<file path="src/rtl/code_epoch_counter.sv">
// Chip-rate code-phase counter: counts chip strobes modulo the C/A code length,
// emits 1 ms and nav-bit epoch pulses, and swallows strobes on slew commands.
module code_epoch_counter #(
    parameter int CHIP_WIDTH = 10,
    parameter int CODE_LEN   = 1023,
    parameter int BIT_MS     = 20,
    parameter int MS_WIDTH   = 5
) (
    input  logic                  clock,
    input  logic                  rst_n,
    input  logic                  chip_en,
    input  logic                  slew_valid,
    input  logic [CHIP_WIDTH-1:0] slew_chips,
    output logic                  slew_ready,
    input  logic                  bit_sync,
    output logic [CHIP_WIDTH-1:0] chip_cnt,
    output logic [MS_WIDTH-1:0]   ms_cnt,
    output logic                  epoch_1ms,
    output logic                  epoch_bit,
    output logic                  busy
);

    typedef enum logic [0:0] {
        IDLE = 1'b0,
        SLEW = 1'b1
    } state_t;

    state_t                state_r;
    logic [CHIP_WIDTH-1:0] chip_r;
    logic [MS_WIDTH-1:0]   ms_r;
    logic [CHIP_WIDTH-1:0] remaining_r;
    logic                  epoch_1ms_r;
    logic                  epoch_bit_r;
    logic                  busy_r;
    logic                  ready_r;

    logic                  code_wrap_s;
    logic                  bit_wrap_s;
    logic                  last_swallow_s;

    // Wrap and slew-exit detection against explicit terminal counts.
    always_comb begin
        code_wrap_s    = (chip_r == CHIP_WIDTH'(CODE_LEN - 1));
        bit_wrap_s     = (ms_r == MS_WIDTH'(BIT_MS - 1));
        last_swallow_s = (remaining_r == CHIP_WIDTH'(1));
    end

    // Main FSM with counters and registered status/epoch outputs.
    always_ff @(posedge clock or negedge rst_n) begin
        if (!rst_n) begin
            state_r     <= IDLE;
            chip_r      <= '0;
            ms_r        <= '0;
            remaining_r <= '0;
            epoch_1ms_r <= 1'b0;
            epoch_bit_r <= 1'b0;
            busy_r      <= 1'b0;
            ready_r     <= 1'b1;
        end else begin
            epoch_1ms_r <= 1'b0;
            epoch_bit_r <= 1'b0;
            case (state_r)
                IDLE: begin
                    // The strobe in the accept cycle still counts.
                    if (chip_en) begin
                        if (code_wrap_s) begin
                            chip_r      <= '0;
                            epoch_1ms_r <= 1'b1;
                            if (bit_wrap_s) begin
                                ms_r        <= '0;
                                epoch_bit_r <= 1'b1;
                            end else begin
                                ms_r <= ms_r + MS_WIDTH'(1);
                            end
                        end else begin
                            chip_r <= chip_r + CHIP_WIDTH'(1);
                        end
                    end
                    if (slew_valid && (slew_chips != '0)) begin
                        remaining_r <= slew_chips;
                        state_r     <= SLEW;
                        busy_r      <= 1'b1;
                        ready_r     <= 1'b0;
                    end
                end
                SLEW: begin
                    if (chip_en) begin
                        remaining_r <= remaining_r - CHIP_WIDTH'(1);
                        if (last_swallow_s) begin
                            state_r <= IDLE;
                            busy_r  <= 1'b0;
                            ready_r <= 1'b1;
                        end
                    end
                end
                default: begin
                    state_r     <= IDLE;
                    remaining_r <= '0;
                    busy_r      <= 1'b0;
                    ready_r     <= 1'b1;
                end
            endcase
            // Bit realignment overrides any ms advance or bit wrap this edge.
            if (bit_sync) begin
                ms_r        <= '0;
                epoch_bit_r <= 1'b0;
            end
        end
    end

    assign chip_cnt   = chip_r;
    assign ms_cnt     = ms_r;
    assign epoch_1ms  = epoch_1ms_r;
    assign epoch_bit  = epoch_bit_r;
    assign busy       = busy_r;
    assign slew_ready = ready_r;

endmodule
</file>
<file path="config.mk">
export PLATFORM = sky130hd
export DESIGN_NAME = code_epoch_counter
export DESIGN_NICKNAME = d
export VERILOG_FILES = /design/src/rtl/code_epoch_counter.sv
export SDC_FILE = /design/constraint.sdc
export NUM_CORES = 1
export LEC_CHECK = 0
export BUFFER_PORTS_ARGS = -buffer_cell sky130_fd_sc_hd__buf_4
export CAP_MARGIN = 20
export CORE_ASPECT_RATIO = 0.9
export CORE_MARGIN = 2
export CORE_UTILIZATION = 55
export CTS_CLUSTER_DIAMETER = 100
export DETAILED_ROUTE_END_ITERATION = 10
export GPL_TIMING_DRIVEN = 0
export PLACE_DENSITY_LB_ADDON = 0.15
export SLEW_MARGIN = 20
export SYNTH_ARGS = -nofsm -noshare
export SYNTH_HDL_FRONTEND = slang
export SYNTH_SLANG_ARGS = --single-unit
</file>
<file path="constraint.sdc">
create_clock -name clock -period 2.7 [get_ports clock]
set_input_delay 0.27 -clock clock [delete_from_list [all_inputs] [get_ports clock]]
set_output_delay 0.27 -clock clock [all_outputs]
set_load 0.03 [all_outputs]
</file>
==> results of run 1 <==
-- through the flow --
stage                     hold WS [ps]  instance area (um2)  setup slack (ps)  total power (uW)
after CTS                        84.19                 2120             763.5              1770
after global placement           213.8                 2032             722.0              1362
after global routing             91.02                 2120             632.8              1894
final                            114.0                 2120             778.6              1759
after floorplan                 -25.59                 1732             884.8              1193
after detailed placement         218.9                 2032             713.9              1403
-- path summary, 6_finish.rpt --
path	cells after the start	from	slack, ps	endpoint
setup reg to reg	6	chip_cnt[0]	780	ms_cnt[1]
max in group asynchronous	2	rst_n	1990	slew_ready
hold reg to reg	1	slew_ready	510	slew_ready
setup / recovery	6	chip_cnt[0]	780	ms_cnt[1]
hold / removal	2	bit_sync	110	ms_cnt[4]
min in group asynchronous	2	rst_n	380	chip_cnt[3]
-- flip-flops by register name, indices dropped and copies added (netlist names) --
name and count:
chip_cnt 10, remaining_r 10, ms_cnt 5, busy 1
epoch_1ms 1, epoch_bit 1, slew_ready 1, state_r 1
-- area by class of cell --
class,instances,area (um2)
Multi-Input combinational cell,133,925.9
Fill cell,242,899.6
Sequential cell,30,752.0
Timing Repair Buffer,34,257.7
Tap cell,42,52.55
Clock inverter,3,40.04
Clock buffer,5,37.54
Buffer,5,27.53
Inverter,7,26.28
-- metal layers --
layer  up-vias  wire [um]
li1        749          -
met1       757       1696
met2        70       1858
met3        14        248
met4         0        124
met5         -          0
-- power by group --
group / total, uW / switching [uW] / internal, uW
Combinational: 682 / 363 / 319
Sequential: 721 / 156 / 565
Clock: 355 / 164 / 192
Total: 1760 / 683 / 1080
-- cells in the final DEF (no fill, tap or decap), types with 6 or more instances in the layout --
cell | netlist | final
nand4_1 | 8 | 8
nor2_1 | 14 | 14
dfrtp_1 | 29 | 29
inv_1 | 7 | 7
o21ai_0 | 12 | 12
nand2_1 | 13 | 13
buf_4 | 0 | 33
a21oi_1 | 10 | 10
nand3_1 | 6 | 6
-- cell families after synthesis --
kind of cell,after synthesis,synth area share
and+or+nand+nor,73,0.2449
AOI/OAI and AO/OA,43,0.1871
DFF,30,0.4343
buffers and inverters,12,0.03107
xor gates and xnor gates,6,0.03035
muxes,6,0.03613
adders and majority gates,5,0.03613
-- what timing repair did --
action / 4_1_cts / 5_1_grt
hold endpoints to repair: 29 / 0
buffers inserted: 0 / 0
hold buffers: 1 / 0
==> out/results.tsv, run 1 <==
metric	value	unit
status	finished clean	
arrival	2160	ps
slew_headroom	0.5557	
cts_tree	yes	
grt_pass1_vias	1534	
cts_buffers	5	
yosysTopAreaCell	dfrtp_1	
die_height	57.23	um
dp_hpwl	2834	um
synthArstFlopShare	1.000	
vias	1590	
port_buffers	33	
synth-seq-cells	30	
synth_ff_type	dfrtp_1	
critPathRequiredTime	2940	ps
grt_pass1_wl	6934	um
cap_violations	0	
clk_pin_slew	100	ps
h-tree-depth	2	
grt_use_met3	0.07298	
dr.pass1.iters	4	
synthesis.nets	195	
grt_util_met2	0.3936	
synth_warnings	0	
fin_nets	236	
synth_enable_flop_cells	0	
final_antenna_net_count	0	
cts.sinks	30	
p_per_area	830.0	mW/mm2
synth_common_cells	29 x dfrtp_1, 14 x nor2_1, 13 x nand2_1, 12 x o21ai_0, 10 x a21oi_1	
wire_per_inst	15.16	um
synth_area	0.001732	mm2
place_congestion	0.8444	
post_cts_resized	0	
timing.final.crit_share	0.7116	
rsz0062_at_grt	no	
finalSetupViolations	0	
clock_latency	350	ps
postSynthAreaPerCell	9.895	um2
wl	3927	um
fin_worst_skew	19.99	ps
end_kind	flop	
finalHoldViolations	0	
worst-path-buf-inv	1	
die_w	63.15	um
power.static_leakage	0.0009407	uW
fin_crit	1921	ps
final.setup.tns	0	ps
ios	34	
worst_slew_pin_slew	657.6	ps
syn_inst	175	
place_inst	250	
area_growth	22.40	%
worstPathCellList	inv_1 > ha_1 > nand4_1 > nor3_2 > mux2i_1 > nor2_1	
first_iter_violations	137	
root_buffer	clkbuf_4	
viasPerCell	6.139	
critical-path-top-delay-family	simple AND/OR/NAND/NOR gates	
synth_cell_types	44	
initial_core_util	0.5736	
synth.top_cells.by_area	dfrtp_1 42%, ha_1 3.6%, o21ai_0 3.5%, nor2_1 3.0%, a21oi_1 2.9%	
final_util	0.7020	
overflow	0	
min_path_type	in2reg	
ir_worst_vdd	0.7507	mV
cp-start-kind	flop	
grt_busiest_layer	met2	
critPathMaxStageDelay	600	ps
antenna_found_initial	0	
cp_slowest_cell	nor3_2	
slew_violations	0	
grt_max_degree	31	
grt_util_met1	0.2988	
clk_path_buf_depth	2	
synth_seq_area_share	0.4342	
core	0.003019	mm2
crit_path_max_fanout	10	
dieArea	0.003614	mm2
path_class	reg2reg	
grt_usage	0.2499	
final_layout_size_suffix_gt1_frac	0.2673	
antenna-diode-count	0	
yosys.cell_count.top_type	dfrtp_1	
layoutNonFillerInstCount	259	
yosys.area.top_type_share	0.4191	
max_freq	520.5	MHz
row_count	19	
drc_errors	0	
(Power assumes the default switching activity.)
==> run 2: changes to the inputs <==
--- a/config.mk
+++ b/config.mk
@@ -9,7 +9,7 @@
 export CAP_MARGIN = 20
 export CORE_ASPECT_RATIO = 0.9
 export CORE_MARGIN = 2
-export CORE_UTILIZATION = 55
+export CORE_UTILIZATION = 54
 export CTS_CLUSTER_DIAMETER = 100
 export DETAILED_ROUTE_END_ITERATION = 10
 export GPL_TIMING_DRIVEN = 0
==> constraint.sdc (replaced) <==
create_clock -name clock -period 1.8 [get_ports clock]
set_input_delay 0.18 -clock clock [delete_from_list [all_inputs] [get_ports clock]]
set_output_delay 0.18 -clock clock [all_outputs]
set_load 0.03 [all_outputs]
==> out/results.tsv, run 2 (synthesized netlist as in run 1, its figures left out) <==
metric	value	unit	change
cap_violations	0		unchanged
fin_worst_skew	7.667	ps	-12.33 ps
core	0.003067	mm2	+1.6%
clk_path_buf_depth	2		unchanged
worst_slew_pin_slew	493.5	ps	-164.1 ps
slew_violations	0		unchanged
cts.sinks	30		unchanged
place_inst	250		unchanged
die_height	57.72	um	+0.86%
cp-start-kind	flop		
dr.pass1.iters	4		unchanged
wl	4118	um	+4.9%
worstPathCellList	or4_4 > nor4_2 > mux2_2 > o221a_2		
drt-met1-wl	1895	um	+12%
finalSetupViolations	0		unchanged
mostFrequentLayoutCells	35 x buf_4, 28 x dfrtp_1, 14 x nor2_1		
dp_hpwl	2952	um	+4.2%
finalHoldViolations	0		unchanged
antenna_found_initial	0		unchanged
vias	1562		-1.8%
combPwrFrac	0.415		+0.027
ir_worst_vdd	0.8231	mV	+9.6%
grt_pass1_wl	6679	um	-3.7%
drc_errors	0		unchanged
grt_usage	0.2375		-0.01240
final.setup.tns	0	ps	unchanged
final_antenna_net_count	0		unchanged
worst-path-buf-inv	0		-1
overflow	0		unchanged
layoutNonFillerInstCount	261		+0.77%
row_count	19		unchanged
crit_path_max_fanout	7		-3
layout_commonest_cell	buf_4		
area_growth	25.14	%	
port_buffers	33		unchanged
final_layout_size_suffix_gt1_frac	0.2922		+0.02496
critPathRequiredTime	2020	ps	-920 ps
met2WireLength	1874	um	+0.86%
antenna-diode-count	0		unchanged
slew_headroom	0.6710		+0.1154
swShare	0.4030		+0.01474
area.sequential	753.2	um2	+0.17%
timing.final.crit_share	0.9869		+0.2752
die_w	63.69	um	+0.86%
fin_nets	238		+0.85%
critical-path-top-delay-family	simple AND/OR/NAND/NOR gates		
max_freq	563.0	MHz	+8.2%
h-tree-depth	2		unchanged
end_kind	flop		
power.static_leakage	0.0009615	uW	+2.2%
fillCellCount	233		-3.7%
grt_pass1_vias	1425		-7.1%
path_class	reg2reg		
clk_pin_slew	100	ps	about the same
status	finished clean		
initial_core_util	0.5647		-0.008892
ios	34		unchanged
p_per_area	1208	mW/mm2	+46%
p_int	1563	uW	+45%
cts_tree	yes		
seqPwrFrac	0.424		+0.014
cts_buffers	5		unchanged
min_path_type	in2reg		
p_sw	1055	uW	+54%
rsz0062_at_grt	yes		
viasPerCell	5.985		-2.5%
first_iter_violations	151		+10%
multiInputGateArea	975.9	um2	+5.4%
place_congestion	0.8488		+0.52%
critPathMaxStageDelay	550	ps	-50 ps
cp_slowest_cell	or4_4		
arrival	1990	ps	-170 ps
power.clock.fraction	0.161		-0.041
fin_crit	1776	ps	-145.0 ps
grt_max_degree	31		unchanged
root_buffer	clkbuf_4		
top_layer_used	met4		
wl_met3	327	um	+32%
dieArea	0.003676	mm2	+1.7%
clock_latency	320	ps	-30 ps
wire_per_inst	15.78	um	+4.1%
==> run 2: cell count changes in the layout (fill, tap and decap cells not counted), sizes merged <==
cell,change
buf,+2
bufinv,-1
clkbuf,+3
clkinv,-2
==> run 2: final cells by class <==
cell class	count	area share
clock buffer	8	0.02714
buffer	5	0.01270
timing repair buffer	36	0.1259
inverter	7	0.01212
tap	42	0.02425
multi-input combinational	133	0.4503
sequential	30	0.3476
==> run 2: path summary, 6_finish.rpt <==
| path | slack, ps | to | from | cells past startpoint |
|---|---|---|---|---|
| max in group asynchronous | 1170 | slew_ready | rst_n | 2 |
| hold / removal | 50 | ms_cnt[2] | bit_sync | 2 |
| hold reg to reg | 520 | slew_ready | slew_ready | 1 |
| setup / recovery | 20 | remaining_r[7] | remaining_r[2] | 4 |
| setup reg to reg | 20 | remaining_r[7] | remaining_r[2] | 4 |
| min in group asynchronous | 310 | epoch_1ms | rst_n | 2 |
==> run 2: power groups by stage <==
stage / clock [uW] / sequential [uW] / combinational (uW)
2_1_floorplan: 0 / 1140 / 645
3_3_place_gp: 0 / 1070 / 983
3_5_place_dp: 0 / 1090 / 1020
4_1_cts: 428 / 1080 / 1040
5_1_grt: 459 / 1140 / 1200
6_report: 423 / 1110 / 1090
==> run 2: routing by layer <==
metal	global-route usage	vias to the layer above
li1	-	752
met1	0.3278	754
met2	0.3549	54
met3	0.07767	2
met4	0.08385	0
met5	0	-
==> run 2: timing repair <==
action	CTS	global route
pin swaps	1	2
endpoints found under the hold margin	29	0
hold buffers	1	0
endpoints found under the setup margin	8	9
setup buffers	0	2
resized for setup	3	5
==> run 2: worst register-to-register path, delay by kind of cell, from the launching register on <==
family	cells	cell delay, ps
AO/OA/AOI/OAI	1	120
AND/OR/NAND/NOR	2	710
multiplexers	1	360
flip-flops	1	480
==> run 2: stage by stage <==
| step | worst slack, ps | util | power, uW | hold slack, ps | area (um2) |
|---|---|---|---|---|---|
| 2_1_floorplan | 60.47 | - | 1789 | -115.6 | 1738 |
| 5_1_grt | -19.32 | 0.7067 | 2795 | 24.48 | 2167 |
| 6_report | 23.65 | 0.7067 | 2618 | 46.98 | 2167 |
| 3_5_place_dp | -132.1 | 0.6646 | 2103 | 128.2 | 2038 |
| 3_3_place_gp | -110.3 | 0.6646 | 2054 | 130.9 | 2038 |
| 4_1_cts | 33.40 | 0.6928 | 2550 | 36.01 | 2125 |
